### src/rtl/imem_loader_if.sv
// Instruction-field stream into the loader: assembler-level fields plus valid/ready.
// Also holds the shared width macros for the instruction-memory write port.
`ifndef IMEM_LOADER_DEFS
`define IMEM_LOADER_DEFS
`define WORD 64
`define INSTR_LEN 32
`endif

interface imem_loader_if;
  logic        in_valid;
  logic        in_ready;
  logic [2:0]  fmt;
  logic [10:0] opcode;
  logic [4:0]  rd;
  logic [4:0]  rn;
  logic [4:0]  rm;
  logic [5:0]  shamt;
  logic [25:0] imm;

  modport master (
    output in_valid, fmt, opcode, rd, rn, rm, shamt, imm,
    input  in_ready
  );

  modport slave (
    input  in_valid, fmt, opcode, rd, rn, rm, shamt, imm,
    output in_ready
  );
endinterface

### src/rtl/imem_loader.sv
// Encodes LEGv8 instruction fields (R/I/D/B/CB) and writes them to consecutive
// instruction-memory words, one per cycle, with a one-cycle write register.
module imem_loader #(
  parameter int SIZE = 16
) (
  input  logic                   clk,
  input  logic                   reset,
  input  logic                   start,
  input  logic                   finish,
  imem_loader_if.slave           in_if,
  output logic                   mem_we,
  output logic [`WORD-1:0]       mem_addr,
  output logic [`INSTR_LEN-1:0]  mem_wdata,
  output logic [`WORD-1:0]       count,
  output logic                   busy,
  output logic                   load_done,
  output logic                   err_range,
  output logic                   err_fmt
);

  typedef enum logic [1:0] {IDLE, LOAD, DRAIN, DONE} state_t;

  localparam logic [`WORD-1:0] SIZE_W = `WORD'(SIZE);

  state_t                  state;
  state_t                  state_next;
  logic [`INSTR_LEN-1:0]   enc_word;
  logic                    fmt_ok;
  logic                    imm_ok;
  logic                    accept;
  logic                    clear_load;

  // count already includes the word sitting in the write register, so it alone
  // bounds how many more words may be accepted.
  assign in_if.in_ready = (state == LOAD) && (count < SIZE_W) && !finish;
  assign accept         = in_if.in_valid && in_if.in_ready;
  assign clear_load     = start && ((state == IDLE) || (state == DONE));
  assign busy           = (state == LOAD) || (state == DRAIN);
  assign load_done      = (state == DONE);

  always_ff @(posedge clk or negedge reset) begin
    if (!reset) state <= IDLE;
    else        state <= state_next;
  end

  always_comb begin
    state_next = state;
    case (state)
      IDLE:    if (start)  state_next = LOAD;
      LOAD:    if (finish) state_next = DRAIN;
      DRAIN:   state_next = DONE;
      DONE:    if (start)  state_next = LOAD;
      default: state_next = IDLE;
    endcase
  end

  // Signed immediates are legal when every bit above the field matches its sign bit.
  always_comb begin
    enc_word = '0;
    fmt_ok   = 1'b1;
    imm_ok   = 1'b1;
    case (in_if.fmt)
      3'd0: enc_word = {in_if.opcode, in_if.rm, in_if.shamt, in_if.rn, in_if.rd};
      3'd1: begin
        enc_word = {in_if.opcode[10:1], in_if.imm[11:0], in_if.rn, in_if.rd};
        imm_ok   = (in_if.imm[25:12] == '0);
      end
      3'd2: begin
        enc_word = {in_if.opcode, in_if.imm[8:0], 2'b00, in_if.rn, in_if.rd};
        imm_ok   = (&in_if.imm[25:8]) || (~|in_if.imm[25:8]);
      end
      3'd3: enc_word = {in_if.opcode[10:5], in_if.imm};
      3'd4: begin
        enc_word = {in_if.opcode[10:3], in_if.imm[18:0], in_if.rd};
        imm_ok   = (&in_if.imm[25:18]) || (~|in_if.imm[25:18]);
      end
      default: fmt_ok = 1'b0;
    endcase
  end

  always_ff @(posedge clk or negedge reset) begin
    if (!reset) begin
      mem_we    <= 1'b0;
      mem_addr  <= '0;
      mem_wdata <= '0;
      count     <= '0;
      err_range <= 1'b0;
      err_fmt   <= 1'b0;
    end else begin
      mem_we <= 1'b0;
      if (clear_load) begin
        count     <= '0;
        err_range <= 1'b0;
        err_fmt   <= 1'b0;
      end else if (accept) begin
        if (!fmt_ok) begin
          err_fmt <= 1'b1;
        end else if (!imm_ok) begin
          err_range <= 1'b1;
        end else begin
          mem_we    <= 1'b1;
          mem_addr  <= {count[`WORD-3:0], 2'b00};
          mem_wdata <= enc_word;
          count     <= count + 1'b1;
        end
      end
    end
  end

endmodule

### src/flat_wrapper.sv
// flat-port wrapper written by rule: the top's interface ports become plain ports
module imem_loader_flat 
#(
  parameter int SIZE = 16
)
  (clk, reset, start, finish, mem_we, mem_addr, mem_wdata, count, busy, load_done, err_range, err_fmt, in_if_in_valid, in_if_fmt, in_if_opcode, in_if_rd, in_if_rn, in_if_rm, in_if_shamt, in_if_imm, in_if_in_ready);
  imem_loader_if in_if_i ();
  input  logic clk;
  input  logic reset;
  input  logic start;
  input  logic finish;
  output logic mem_we;
  output logic [`WORD-1:0] mem_addr;
  output logic [`INSTR_LEN-1:0] mem_wdata;
  output logic [`WORD-1:0] count;
  output logic busy;
  output logic load_done;
  output logic err_range;
  output logic err_fmt;
  input wire logic [$bits(in_if_i.in_valid)-1:0] in_if_in_valid;
  input wire logic [$bits(in_if_i.fmt)-1:0] in_if_fmt;
  input wire logic [$bits(in_if_i.opcode)-1:0] in_if_opcode;
  input wire logic [$bits(in_if_i.rd)-1:0] in_if_rd;
  input wire logic [$bits(in_if_i.rn)-1:0] in_if_rn;
  input wire logic [$bits(in_if_i.rm)-1:0] in_if_rm;
  input wire logic [$bits(in_if_i.shamt)-1:0] in_if_shamt;
  input wire logic [$bits(in_if_i.imm)-1:0] in_if_imm;
  output wire logic [$bits(in_if_i.in_ready)-1:0] in_if_in_ready;
  assign in_if_i.in_valid = in_if_in_valid;
  assign in_if_i.fmt = in_if_fmt;
  assign in_if_i.opcode = in_if_opcode;
  assign in_if_i.rd = in_if_rd;
  assign in_if_i.rn = in_if_rn;
  assign in_if_i.rm = in_if_rm;
  assign in_if_i.shamt = in_if_shamt;
  assign in_if_i.imm = in_if_imm;
  assign in_if_in_ready = in_if_i.in_ready;
  imem_loader #(.SIZE(SIZE)) u_core (.clk(clk), .reset(reset), .start(start), .finish(finish), .in_if(in_if_i), .mem_we(mem_we), .mem_addr(mem_addr), .mem_wdata(mem_wdata), .count(count), .busy(busy), .load_done(load_done), .err_range(err_range), .err_fmt(err_fmt));
endmodule
### config.mk
export PLATFORM = sky130hd
export DESIGN_NAME = imem_loader_flat
export DESIGN_NICKNAME = d
export VERILOG_FILES = /design/src/rtl/imem_loader_if.sv /design/src/rtl/imem_loader.sv /design/src/flat_wrapper.sv
export SDC_FILE = /design/constraint.sdc
export NUM_CORES = 1
export LEC_CHECK = 0
export ABC_AREA = 1
export BUFFER_PORTS_ARGS = -buffer_cell sky130_fd_sc_hd__buf_2
export CAP_MARGIN = 20
export CELL_PAD_IN_SITES_DETAIL_PLACEMENT = 1
export CELL_PAD_IN_SITES_GLOBAL_PLACEMENT = 2
export CORE_MARGIN = 2
export CORE_UTILIZATION = 26
export DETAILED_ROUTE_END_ITERATION = 12
export GPL_TIMING_DRIVEN = 0
export PLACE_DENSITY = 0.85
export SYNTH_ARGS = -nofsm -noshare
export SYNTH_HDL_FRONTEND = slang
export SYNTH_SLANG_ARGS = --single-unit
### constraint.sdc
create_clock -name clk -period 2.04 [get_ports clk]
set_input_delay 0.408 -clock clk [delete_from_list [all_inputs] [get_ports clk]]
set_output_delay 0.408 -clock clk [all_outputs]
set_load 0.005 [all_outputs]
Word-level counts from Yosys, hierarchy flattened
Index checks and enable logic that the tools add are counted.
Storage, ports and cells
  register bits after elaboration: 163
  input port bits: 66
  output and inout bits: 166
  word-level logic and storage cells: 70
Operators by class
  $add $sub $neg: 1
  order comparisons: 1
  eq/ne operators: 11
  mux-type cells: 21
  bitwise logic cells: 1
  reductions and logical operators: 28
Operator list (count)
  2-to-1 mux 64 bit: 4
  one-hot mux 32 bit (5 select lines): 1
  adder 64 x 1 -> 64 bit (second input constant): 1
  less-than comparator 64 x 5 -> 1 bit (second input constant): 1
  AND reduction 18 bit: 1
  OR reduction 18 bit: 1
  logical NOT 14 bit: 1
  2-to-1 mux 1 bit: 12
  AND reduction 8 bit: 1
  OR reduction 8 bit: 1
  == test 3 x 2 -> 1 bit (second input constant): 2
  != test 2 bit (second input constant): 3
  one-hot mux 2 bit (3 select lines): 1
  AND reduction 3 bit: 2
  nonzero test 2 bit: 3
  OR reduction 5 bit: 1
  == test 2 bit (second input constant): 2
  logical AND 1 bit: 4
  logical OR 1 bit: 4
  2-to-1 mux 2 bit: 2
  AND reduction 2 bit: 2
  AND reduction 4 bit: 1
  == test 3 x 1 -> 1 bit (second input constant): 1
  == test 3 bit (second input constant): 1
  8 further kinds: 10

Longest topological paths before layout
Gate-level depths: netlist of run 1.
  word-level depth: 8
  depth in mapped cells: 15
  depth with buffers taken out: 13

Worst setup path before layout of run 1
OpenSTA, ideal clock, no wires.
  path kind: reg-to-reg
  start: register u_core.state[1]
  end: register u_core.mem_addr[16]
  setup time: 112 ps
  arrival: 1795 ps
  data required time: 1928 ps
  slack: 133 ps
  stages on the path, launching flop included: 16
  path buffers: 2
  clock period less this slack: 1907 ps
  cell sequence: dfrtp_1 inv_1 ha_1 inv_1 nor2_1 inv_1 nor2_1 nand2_1 nor2_1 nand3_1 nor2_1 nand3_2 buf_6 buf_6 nand2_1 inv_2
On the way
  cells in the longest elaborated chain, start to end: 5
RTL lines
  start, declared: RTL line imem_loader.sv:25  | state_t state;
  start signal, assigned: RTL line imem_loader.sv:43  | else state <= state_next;
  == test 2 x 1 -> 1 bit, or another cell as far along: RTL line imem_loader.sv:35  | assign in_if.in_ready = (state == LOAD) && (count < SIZE_W) && !finish;
  logical AND 1 bit / logical OR 1 bit (equally long branches): RTL line imem_loader.sv:35, imem_loader.sv:37
  logical AND 1 bit (on tied branches): RTL line imem_loader.sv:35, imem_loader.sv:37
  logical AND 1 bit / NOT 1 bit (equally long branches)
  AND reduction 4 bit (no line) (*)
  end signal, assigned: RTL line imem_loader.sv:102  | mem_addr <= {count[`WORD-3:0], 2'b00};
  end, declared: RTL line imem_loader.sv:12  | output logic [`WORD-1:0] mem_addr,
Every way passes the cells marked *; elsewhere a longest branch is shown, timed or not.
A chain may end at the register's enable or synchronous reset.

Final worst setup path of run 1
  start: register u_core.state[1]
  end: output in_if_in_ready
On the way
  cells in the longest elaborated chain, start to end: 3
RTL lines
  == test 2 x 1 -> 1 bit: RTL line imem_loader.sv:35
  logical AND 1 bit (2 in series): RTL line imem_loader.sv:35
  end, declared: RTL line flat_wrapper.sv:28  | output wire logic [$bits(in_if_i.in_ready)-1:0] in_if_in_ready;
No other way between the ends.

==> results.md, run 1 <==
* Outcome: finished, violations left
* Failing checks: setup timing
* Worst-skew pair later-pin latency at roughly 0.43 ns
* Max Clk Rate at about 460 MHz
* Yosys top cell area share at 57.9%
* Final hold vios at 0
* CP startpoint: u_core.state[1]$_DFFE_PN0P_
* Area of the multi-input gates at approximately 2800 um^2
* Io pins at 232
* Hold Path Class: primary input to flop
* Setup violations, final at 91
* Grt ovf at 0
* Synth Area in Compound Gates at 4.58%
* Layout cells sized above 1 at 43.0%
* Origin of the critical flop-to-flop path: u_core.state[1]$_DFFE_PN0P_
* Max-cap violations at 0
* Critical Path RT at 1.63 ns
* RD Place Congestion at 0.849
* R2R setup slack at -0.09 ns
* Hold WS at approximately 0.24 ns
* Initial antenna violation count at 2
* Post-Synth XOR/XNOR Area at less than 1%
* Sequential power share at approximately two fifths
* Slew headroom at 36.2%
* Worst path arrival time at roughly 1.7 ns
* Crit path kind: flop to primary output
* Cell Int Power at 6.37 mW
* Mux contribution to synthesized area at 0%
* Syn. warnings at 0
* Post-Syn Area at 7050 um^2
* Chip Height at 169 um
* Via-to-Cell Ratio at 4.35
* Largest net degree at the start of global routing at 87
* CTS Buffer Depth at 2
* Starting Density at 26.3%
* FF-to-FF End: u_core.mem_addr[61]$_DFFE_PN0P_
* Sink Count at 163
* Rows at 60
* Flop and latch count out of synthesis at approximately 160
* Post-Synth Adder-Cell Area at less than 1%
* Simple-gate area share of the yosys netlist at 24.4%
* Vias in the first global route at 6478
* Fin crit period at 2.15 ns
* CP endpoint: in_if_in_ready
* Iter 0 DRT Violations at 300
* Top post-synthesis cells by area: dfrtp_1, nand2_1, inv_1
* Max Clock Skew at 0.0150 ns
* Power per cell area at 913 nW/um^2
* RSZ-0062 raised after global routing: yes
* Final #Nets at between 1000 and 1500
* Max H-tree Level at 4
* Switch Pwr at 3.16 mW
* Vias at 6418
* P_leak at 5.98 nW
* Final period util at 105%
* VDD IR-drop max at 0.522 mV
* Clock power share at roughly a third
* Total power draw at 9.52 mW
* Core box area at approximately 27000 um^2
* Sw Ratio at 33.1%
* Largest family of logic cells by synthesized area: simple AND/OR/NAND/NOR gates
* Most frequent cells in the layout: buf_2, dfrtp_1, nor2_1
* Setup WS post-layout at -0.111 ns
* Final WL at 23100 um
* Final non-filler cell area at 10400 um^2
* Total track usage at 15.8%
* Synthesized instance count at 847
* Worst setup EP type: primary output
* Yosys cell types at 28
* Logic pwr share at 25.2%
* Area Overhead vs Synth at 48.0%
* Slew @ Worst Pin at 0.949 ns
* Sequential cell area at between 4000 and 5000 um^2
* Fin. max-slew vios at 0
* DRT Pass-1 Iters at 4
* Placed Area at around 8700 um^2
* Most common cell after layout, fill and taps aside: buf_2
* Number of port buffers at 228
* Setup TNS at -4.83 ns
* Hpwl dp at 17000 um
* Layout fillers at 3215
* Cts bufs inserted at 17
* First-pass GRT wire length at around 35000 um
* Worst Setup Start Kind: flop
* Drt drc at 0
* Register area share after synthesis at 57.9%
* CP Max Fanout at 2
* CTS root buffer: clkbuf_16
* Routed WL per cell at 15.7 um
* CTS tree: done
* Syn avg cell area at 8.32 um^2
* Reg2Reg Depth at 16
* Die ar. at 28400 um^2
* Die width at roughly 170 um
* Routed Antenna Nets at 0
* Clock slew at reported path FFs at about 0.070 ns
* Post-synth top area cell: dfrtp_1
* Final core utilization at approximately 39%
-- per-layer routing --
metal	track usage, %	part of all wire (%)
met4	5.51	2.0
met1	19.8	43
met3	4.58	5.9
met2	26.2	49
met5	0	0
-- registers in the layout (all words and copies together) (netlist names) --
signal,cells
u_core.state,2
u_core.err_range,1
u_core.mem_we,1
u_core.mem_wdata,32
u_core.err_fmt,1
u_core.mem_addr,62
u_core.count,64
-- per-stage QoR --
step,setup WS (ns),instances
after floorplan,0.133,848
after global placement,-2.11,1417
after detailed placement,-0.659,1418
after CTS,-0.131,1459
after global routing,-0.223,1472
final,-0.111,1474
-- cells in the mapped netlist (all sizes together) --
cell,count
clkbuf,18
o2111ai,1
clkinv,1
nor4,1
o21ai,23
dfrtp,163
ha,3
xor2,3
o22ai,18
nand2,204
nor3,2
buf,18
nand3,21
inv,175
o221ai,7
a21oi,5
conb,1
nand4,46
nor2,137
-- worst min path at each step --
stage               cells past startpoint                          endpoint  slack, ns                       startpoint
CTS                                     1      u_core.count[54]$_DFFE_PN0P_      0.001                            reset
global placement                        2   u_core.mem_addr[52]$_DFFE_PN0P_       0.44  u_core.mem_addr[52]$_DFFE_PN0P_
global route                            3  u_core.mem_wdata[27]$_DFFE_PN0P_       0.24                  in_if_opcode[6]
finish                                  3  u_core.mem_wdata[28]$_DFFE_PN0P_       0.24                  in_if_opcode[7]
detailed placement                      2   u_core.mem_addr[21]$_DFFE_PN0P_       0.45  u_core.mem_addr[21]$_DFFE_PN0P_
floorplan                               0       u_core.count[0]$_DFFE_PN0P_       0.11                            reset
-- power by group through the flow --
stage / combinational [mW] / clock, mW / sequential [mW]
after global routing: 2.67 / 3.51 / 3.89
after CTS: 2.05 / 3.38 / 3.74
after floorplan: 0.889 / 0 / 3.82
after global placement: 1.88 / 0 / 3.79
final: 2.40 / 3.28 / 3.84
after detailed placement: 1.91 / 0 / 3.80
-- critical path, stage by stage, from the launching register on --
cell	delay, ns
dfrtp_1	0.38
inv_2	0.07
ha_4	0.13
inv_2	0.04
nor2_4	0.10
inv_2	0.04
nor2_2	0.08
nand2_2	0.07
nor4_2	0.25
buf_2	0.16
-- timing repair --
action,CTS,global route
cloned,1,10
pin swaps,7,8
endpoints found under the setup margin,108,108
hold buffers,0,1
buffers inserted,8,4
resized for setup,36,245
endpoints found under the hold margin,0,4
-- layout make-up --
type / instances / area share [%]
tap: 341 / 4.09
clock buffer: 18 / 4.12
buffer: 34 / 2.78
inverter: 176 / 6.33
sequential: 163 / 39.1
timing repair buffer: 253 / 15.3
clock inverter: 14 / 1.58
antenna: 2 / 0.0480
multi-input combinational: 473 / 26.6
-- kinds of logic after synthesis --
group	Yosys count
xor+xnor	3
flops	163
buf+inv	212
simple gates	411
other cells	1
compound gates	54
fa+ha+maj	3
(Power assumes the default switching activity.)
==> inputs of run 2 (changes only) <==
- GPL_TIMING_DRIVEN: 0 -> 1
==> results.md, run 2 (synthesized netlist as in run 1, its figures left out) <==
* Outcome: finished, violations left
* Failing checks: setup timing
* Critical Path RT at 1.63 ns
* CP Max Fanout at 2
* Worst setup EP type: primary output
* Drt drc at 0
* CP endpoint: in_if_in_ready
* Total power draw at 9.01 mW
* Worst path arrival time at 1.75 ns
* WHS Path Cells at 3
* Grt ovf at 0
* Die ar. at around 28000 um^2
* Initial antenna violation count at 0
* Largest register FFs at 64
* Routed Antenna Nets at 0
* Fin crit period at 2.16 ns
* Origin of the critical flop-to-flop path: u_core.count[24]$_DFFE_PN0P_
* Rows at 60
* Reg with most FFs: u_core.count
* Max Clk Rate at 462 MHz
* Area Overhead vs Synth at 38.7%
* Final WL at 23600 um
* Worst Setup Start Kind: flop
* Max Clock Skew at about 0.021 ns
* CTS tree: done
* First-pass GRT wire length at 35900 um
* Final period util at 106%
* Layout fillers at 3244
* Biggest registers after layout: u_core.count: 64 flops, u_core.mem_addr: 62 flops, u_core.mem_wdata: 32 flops
* Routed WL per cell at roughly 16 um
* Cts bufs inserted at 17
* Setup violations, final at 93
* CTS root buffer: clkbuf_16
* Final hold vios at 0
* Layout cells sized above 1 at 31.9%
* Vias at between 6000 and 7000
* RD Place Congestion at 0.835
* CTS Buffer Depth at 2
* DRT Pass-1 Iters at 5
* Setup TNS at -3.27 ns
* Starting Density at between 20% and 30%
* Iter 0 DRT Violations at 390
* P_leak at 5.95 nW
* Chip Height at 169 um
* Hold Path Class: primary input to flop
* R2R setup slack at -0.07 ns
* Crit path kind: flop to primary output
* Most common cell after layout, fill and taps aside: buf_2
* Antenna cells at 0
* Vias in the first global route at about 6600
* Via-to-Cell Ratio at 4.37
* VDD IR-drop max at 0.531 mV
* Number of port buffers at 229
* Power per cell area at slightly above 900 nW/um^2
* CP startpoint: u_core.count[24]$_DFFE_PN0P_
* Final #Nets at 1182
* Clock slew at reported path FFs at 0.07 ns
* Io pins at ~230
* FF-to-FF End: u_core.mem_addr[38]$_DFFE_PN0P_
* Largest net degree at the start of global routing at between 60 and 70
* Die width at 169 um
* Reg2Reg Depth at 13
* Sink Count at 163
* Max H-tree Level at 4
* Worst slack, placed at 0.0215 ns
* Fin. max-slew vios at 0
* Worst-skew pair later-pin latency at 0.43 ns
* Most frequent cells in the layout: buf_2, nand2_1, dfrtp_1
* RSZ-0062 raised after global routing: yes
* Total track usage at 16.1%
* Setup WS post-layout at -0.122 ns
* Max-cap violations at 0
* Final core utilization at between 30% and 40%
* Core box area at 26800 um^2
* Hpwl dp at around 17000 um
## run 2: cell count changes in the layout (fill, tap and decap cells not counted), moves of 4 or more
cell	previous run	this run
buf_4	9	30
buf_8	7	3
clkbuf_1	13	0
clkbuf_16	27	23
inv_1	118	161
inv_2	57	14
nand2_1	91	191
nand2_2	48	13
nand2_4	65	0
nor2_1	130	126
## run 2: how the worst min path moves through the flow
stage,to,from
floorplan,u_core.count[0]$_DFFE_PN0P_,reset
global placement,u_core.count[51]$_DFFE_PN0P_,reset
detailed placement,u_core.count[54]$_DFFE_PN0P_,reset
CTS,u_core.mem_wdata[27]$_DFFE_PN0P_,in_if_opcode[6]
global route,u_core.mem_wdata[31]$_DFFE_PN0P_,in_if_opcode[10]
finish,u_core.mem_wdata[28]$_DFFE_PN0P_,in_if_opcode[7]
## run 2: cell type report
cell class | count | area [um^2] | area share [%]
flip-flops and latches | 163 | 4080 | 41.7
repair buffers | 282 | 1820 | 18.6
clock inverters | 15 | 150 | 1.54
clock buffers | 17 | 425 | 4.35
inverters | 176 | 661 | 6.76
well taps | 341 | 427 | 4.37
multi-input cells | 473 | 2220 | 22.7
## run 2: critical path: stages (launching register included)
cell     delay (ns)
dfrtp_1        0.38
nor2_1         0.13
nand3_1        0.11
nor2_1         0.15
nand2_2        0.09
nor4_2         0.28
buf_2          0.18
## run 2: per-stage QoR
stage / instances / hold slack (ns) / cell area [um^2]
4_1_cts: 1454 / 0.218 / 9400
5_1_grt: 1467 / 0.242 / 9770
3_5_place_dp: 1416 / 0.318 / 8770
3_3_place_gp: 1416 / 0.313 / 8770
2_1_floorplan: 848 / 0.112 / 7050
6_report: 1467 / 0.236 / 9770
## run 2: timing repair
| action | 4_1_cts | 5_1_grt |
|---|---|---|
| setup endpoints to repair | 47 | 109 |
| resized for setup | 4 | 42 |
| cloned | 0 | 9 |
| buffers inserted | 5 | 5 |
| hold endpoints to repair | 22 | 0 |
| hold buffers | 1 | 0 |
| pin swaps | 5 | 24 |
## run 2: power breakdown
group	total, mW	internal (mW)	switching (mW)	leakage, nW
Combinational	2.10	0.787	1.31	3.42
Sequential	3.76	3.56	0.207	2.25
Clock	3.15	1.71	1.44	0.278
Total	9.01	6.06	2.96	5.95
## run 2: layer usage
layer	vias up	GRT usage (%)	share of wire, %	wire length, um
li1	3101	-	-	-
met1	3100	20.6	45	10700
met2	185	27.6	49	11500
met3	24	2.90	4.5	1060
met4	0	5.25	1.6	372
met5	-	0	0	0
